$ cat config.mk
export PLATFORM = sky130hd
export DESIGN_NAME = mem_stage_access
export DESIGN_NICKNAME = d
export VERILOG_FILES = /design/src/rtl/mem_stage_access.sv
export SDC_FILE = /design/constraint.sdc
export NUM_CORES = 1
export LEC_CHECK = 0
export CAP_MARGIN = 20
export CORE_UTILIZATION = 35
export DETAILED_ROUTE_END_ITERATION = 7
export PLACE_DENSITY = 0.85
export SYNTH_ARGS = -nofsm -noshare
export SYNTH_HDL_FRONTEND = slang
export SYNTH_SLANG_ARGS = --single-unit
$ cat constraint.sdc
create_clock -name clk -period 1.6 [get_ports clk]
set_input_delay 0.32 -clock clk [delete_from_list [all_inputs] [get_ports clk]]
set_output_delay 0.32 -clock clk [all_outputs]
set_load 0.03 [all_outputs]
$ cat src/rtl/mem_stage_access.sv
// mem_stage_access: MEM-stage data-memory sequencer for LDR/STR, LDB/STB and LDI/STI.
// Ports: clk, reset (sync, active-high); EX/MEM inputs valid_in, mem_read_in, mem_write_in,
// byte_in, indirect_in, addr_in, wdata_in; memory side dmem_rdata/dmem_resp in and
// dmem_read/dmem_write/dmem_address/dmem_wdata/dmem_byte_enable out; mem_result,
// result_valid and stall back to the pipeline.
module mem_stage_access #(
  parameter int ADDR_WIDTH = 16,
  parameter int DATA_WIDTH = 16
) (
  input  logic                  clk,
  input  logic                  reset,
  input  logic                  valid_in,
  input  logic                  mem_read_in,
  input  logic                  mem_write_in,
  input  logic                  byte_in,
  input  logic                  indirect_in,
  input  logic [ADDR_WIDTH-1:0] addr_in,
  input  logic [DATA_WIDTH-1:0] wdata_in,
  input  logic [DATA_WIDTH-1:0] dmem_rdata,
  input  logic                  dmem_resp,
  output logic                  dmem_read,
  output logic                  dmem_write,
  output logic [ADDR_WIDTH-1:0] dmem_address,
  output logic [DATA_WIDTH-1:0] dmem_wdata,
  output logic [1:0]            dmem_byte_enable,
  output logic [DATA_WIDTH-1:0] mem_result,
  output logic                  result_valid,
  output logic                  stall
);
  typedef enum logic [1:0] {IDLE, IND, ACC, DONE} state_t;
  state_t state;
  logic [ADDR_WIDTH-1:0] ptr, ea;
  logic [7:0] rbyte;
  logic req;
  assign req = valid_in & (mem_read_in | mem_write_in);
  assign stall = req & (state != DONE);
  assign result_valid = state == DONE;
  assign ea = indirect_in ? ptr : addr_in;
  assign rbyte = ea[0] ? dmem_rdata[15:8] : dmem_rdata[7:0];
  always_comb begin
    dmem_read = (state == IND) | ((state == ACC) & mem_read_in);
    dmem_write = (state == ACC) & mem_write_in & ~mem_read_in;
    dmem_address = state == IND ? {addr_in[ADDR_WIDTH-1:1], 1'b0} :
                   state == ACC ? (byte_in ? ea : {ea[ADDR_WIDTH-1:1], 1'b0}) : '0;
    dmem_byte_enable = state != ACC ? 2'b00 : !byte_in ? 2'b11 : ea[0] ? 2'b10 : 2'b01;
    dmem_wdata = state != ACC ? '0 : byte_in ? {(DATA_WIDTH/8){wdata_in[7:0]}} : wdata_in;
  end
  always_ff @(posedge clk) begin
    if (reset) begin
      state <= IDLE;
      ptr <= '0;
      mem_result <= '0;
    end else begin
      case (state)
        IDLE: if (req) state <= indirect_in ? IND : ACC;
        IND: if (dmem_resp) begin
          ptr <= dmem_rdata[ADDR_WIDTH-1:0];
          state <= ACC;
        end
        ACC: if (dmem_resp) begin
          mem_result <= !mem_read_in ? '0 : byte_in ? {{(DATA_WIDTH-8){1'b0}}, rbyte} : dmem_rdata;
          state <= DONE;
        end
        default: state <= IDLE;
      endcase
    end
  end
endmodule
* Yosys cells after proc, flatten, opt, wreduce, memory -nomap -nowiden
Index checks and enable logic that the tools add are counted.
Word-level totals: word-level logic and storage cells 40, bits in registers 34
Operators by class: muxes and demuxes 17, bitwise gates (word level) 8, reductions and logical operators 4, eq/ne operators 8
Operators by type and width (count):
- 16-bit 2-to-1 mux | 7
- 2-bit 2-to-1 mux | 7
- 2-bit inequality test, second input constant | 5
- 8-bit 2-to-1 mux | 1
- 2-bit one-hot mux with 3 select lines | 1
- 1-bit bitwise AND | 5
- 2-bit equality test, second input constant | 2
- 2-bit AND reduction | 2
- 3-bit AND reduction | 1
- 2-bit by 1-bit equality test with 1-bit output, second input constant | 1
- 2-bit logical NOT | 1
- 1-bit bitwise OR | 2
- 1-bit 2-to-1 mux | 1
- 1-bit NOT | 1

* Depth between registers and ports, before layout
depth in word-level cells 4, mapped depth 8, mapped depth without buffers 5

* Worst setup path before layout
OpenSTA, ideal clock, no wires.
path kind reg-to-output, start reg state[1], end out dmem_address[10], path slack -398 ps, path buffers 1, arrival 1678 ps, required time 1280 ps, stages on the path, launching flop included 7, cells stage by stage dfxtp_1 > inv_1 > ha_1 > nand2b_1 > clkbuf_1 > nand2_1 > a21oi_1
Between the ends: longest elaborated chain between the ends 3, elaborated cells between the ends (all ways) 4
Ends and longest elaborated chain:
- start, declared | RTL line 31 | state_t state;
- start signal, assigned | RTL line 55 | IDLE: if (req) state <= indirect_in ? IND : ACC;
- 2-bit equality test | RTL line 44 | state == ACC ? (byte_in ? ea : {ea[ADDR_WIDTH-1:1], 1'b0}) : '0;
- 16-bit 2-to-1 mux | RTL line 44
- 16-bit 2-to-1 mux * | RTL line 43 | dmem_address = state == IND ? {addr_in[ADDR_WIDTH-1:1], 1'b0} :
- end, declared | RTL line 23 | output logic [ADDR_WIDTH-1:0] dmem_address,
Every way passes the cells marked *; elsewhere a longest branch is shown, timed or not.

* Worst setup path after layout
start reg state[0], end out dmem_address[11]
The elaborated chain is that of the path after synthesis.

==> impl_metrics.yaml <==
power:
  power.internal_uw: 2480
  switching_share: 0.415
  combPwrFrac: 0.628
  clockPowerShare: 0.139
  p_leak_uw: 0.00154
  ir_worst_vdd_mv: 0.601
  p_switching_uw: 1760
  power_frac_seq: 0.233
  power_density_nw_per_um2: 1160
timing:
  max_slew_margin: 0.745
  rsz0062_at_grt: "yes"
  worstMarginPinSlew_ns: 0.383
  skew_ns: 0.00459
  period_needed_ns: 1.94
  fmax_mhz: 516
  worst_slack_ns: -0.336
  finalSetupTns_ns: -8.64
  setup_viol_count_final: 35
  finalCritPeriodShare: 1.21
  drv_slew: 0
  hold_viol_final: 0
floorplanning:
  dieArea_sq_um: 5780
  initial_core_util: 0.369
  core_area_sq_um: 5200
  rows: 26
  die_width_microns: 76.1
  ios: 110
  die_h_microns: 76.1
synthesis:
  synthesis.nets: 317
  synth-seq-cells: 34
  ys_warn_count: 0
  netlist-cell-type-count: 30
  yosysSeqAreaShare: 0.355
  synth.avg_cell_area_sq_um: 7.50
  synthesis.area_sq_um: 1920
  synth_cells: 256
cts:
  clk_pin_slew_ns: 0.06
  cts_tree: "built"
  root_buffer: "clkbuf_8"
  cts_sinks: 34
  numCtsBuffers: 5
  cts_hold_buffers: 0
  cts.htree.levels: 2
  insertion_delay_ns: 0.28
  cts_buffer_depth: 2
routing:
  drt_first_iter_violations: 111
  via_per_inst: 4.95
  antenna_left: 0
  firstDrtPassIters: 4
  drt-total-wl_microns: 6540
  drc: 0
  vias: 2248
  wl_per_cell_microns: 14.4
placed_design:
  pre_cts_slack_ns: -0.647
  dpl.hpwl_microns: 4710
  place.gp.congestion: 0.825
  port_buffers: 109
grt:
  grt_max_degree: 29
  grt_pass1_wl_microns: 10700
  grt.total_usage: 0.227
  overflow: 0
  antenna_found_initial: 0
  grt_pass1_vias: 2282
final_layout:
  area_growth_pct: 90.4
  final_cell_mix: "76 x nand2_1, 52 x clkdlybuf4s50_1, 34 x buf_4, 32 x dfxtp_1, 23 x buf_6"
  fill_cells: 414
  nNetsFinal: 445
  fin_util: 0.702
  final_common_cell: "nand2_1"
  diodes: 0
  drive_gt1_frac: 0.341
run_status:
  outcome: "finished, violations left"
  failed_checks: "negative setup slack"
critical_path:
  crit_arrival_ns: 1.62
  end_kind: "output pin"
  required_ns: 1.28
  cp_top_family: "buffers and inverters"
  cp-start-kind: "register"
  crit_path_max_fanout: 14
  max_stage_delay_ns: 0.33
  crit_slowest_cell: "dfxtp_2"
  worst-path-buf-inv: 4
  worstSetupPathType: "register to output pin"
  path_cells: "inv_1, ha_2, buf_8, nor2_4, clkbuf_16, a21oi_4, buf_6"
hold_path:
  hp-class: "register to register"
job:
  cap_violations: 0
final cells by class:
cell class | instances | area [sq um] | area share
clock buffer | 5 | 68.8 | 0.0188
clock inverter | 2 | 10.0 | 0.00274
inverter | 3 | 13.8 | 0.00377
multi-input combinational | 202 | 1390 | 0.382
sequential | 34 | 683 | 0.187
tap | 70 | 87.6 | 0.0240
timing repair buffer | 138 | 1400 | 0.382
cell usage after synthesis:
master | instances | area share
and2b_1 | 1 | 0.0039
clkbuf_2 | 1 | 0.0026
inv_1 | 3 | 0.0059
dfxtp_1 | 34 | 0.35
nand4_1 | 8 | 0.026
and2_1 | 9 | 0.029
and4b_1 | 2 | 0.010
nand2_1 | 81 | 0.16
and2_4 | 1 | 0.0046
o21a_1 | 1 | 0.0039
and3b_1 | 1 | 0.0046
nor2_1 | 14 | 0.027
nand3b_1 | 1 | 0.0039
nor2b_1 | 10 | 0.033
buf_2 | 7 | 0.018
a21oi_1 | 33 | 0.086
a2bb2oi_1 | 1 | 0.0046
ha_1 | 5 | 0.033
buf_4 | 2 | 0.0078
buf_1 | 1 | 0.0020
mux2_4 | 1 | 0.0078
mux2i_1 | 9 | 0.047
a21o_1 | 1 | 0.0039
buf_6 | 1 | 0.0059
o211ai_2 | 8 | 0.052
nand2b_1 | 3 | 0.0098
mux2_2 | 1 | 0.0059
a22oi_1 | 8 | 0.031
clkbuf_1 | 6 | 0.012
o21ai_0 | 2 | 0.0052
power groups by stage:
stage | clock [uW] | sequential [uW] | combinational (uW)
floorplan | 0 | 1040 | 1410
global placement | 0 | 993 | 2290
detailed placement | 0 | 995 | 2340
CTS | 594 | 984 | 2630
global route | 643 | 994 | 2810
finish | 587 | 986 | 2660
worst paths after layout:
kind | from | to | slack [ns] | cells after the start
max | state[0] | dmem_address[11] | -0.34 | 7
max reg2reg | state[1] | state[0] | 0.06 | 7
min reg2reg | ptr[9] | ptr[9] | 0.47 | 2
min | ptr[9] | ptr[9] | 0.47 | 2
worst register-to-register path, delay by kind of cell, from the launching register on:
| family | cells | cell delay, ns |
|---|---|---|
| AOI/OAI and AO/OA | 1 | 0.18 |
| DFF | 1 | 0.34 |
| adders and majority gates | 1 | 0.19 |
| and+or+nand+nor | 1 | 0.10 |
| buffers and inverters | 3 | 0.28 |
| muxes | 1 | 0.35 |
metal layers:
| metal | up-vias | part of all wire | track usage |
|---|---|---|---|
| li1 | 1118 | - | - |
| met1 | 1017 | 0.41 | 0.265 |
| met2 | 99 | 0.51 | 0.409 |
| met3 | 14 | 0.060 | 0.0551 |
| met4 | 0 | 0.019 | 0.0692 |
| met5 | - | 0 | 0 |
state kept, by name, summed over array words and instances, names as in the netlist:
register,cells
mem_result,16
ptr,16
state,2
timing repair:
item                       CTS  global route
setup endpoints to repair   59            48
resized for setup           56            16
gates cloned                 3             0
hold endpoints to repair     0             0
setup buffers                5             0
pin swaps                    3             1
metrics by stage:
stage | cells | total power [uW] | hold WS [ns] | instance area, sq um
after floorplan | 256 | 2450 | 0.436 | 2140
after global placement | 440 | 3280 | 0.446 | 3350
after detailed placement | 440 | 3330 | 0.451 | 3350
after CTS | 454 | 4210 | 0.462 | 3620
after global routing | 454 | 4450 | 0.490 | 3650
final | 454 | 4230 | 0.466 | 3650
cell families (layout without fill, tap and decap cells):
group,count (synthesis),after routing,synth area share
AND/OR/NAND/NOR,131,132,0.311
AO/OA/AOI/OAI,54,54,0.187
flip-flops,34,34,0.355
buffers and inverters,21,148,0.0541
multiplexers,11,11,0.0606
adder cells (fa/ha/maj),5,5,0.0326
(Power assumes the default switching activity.)
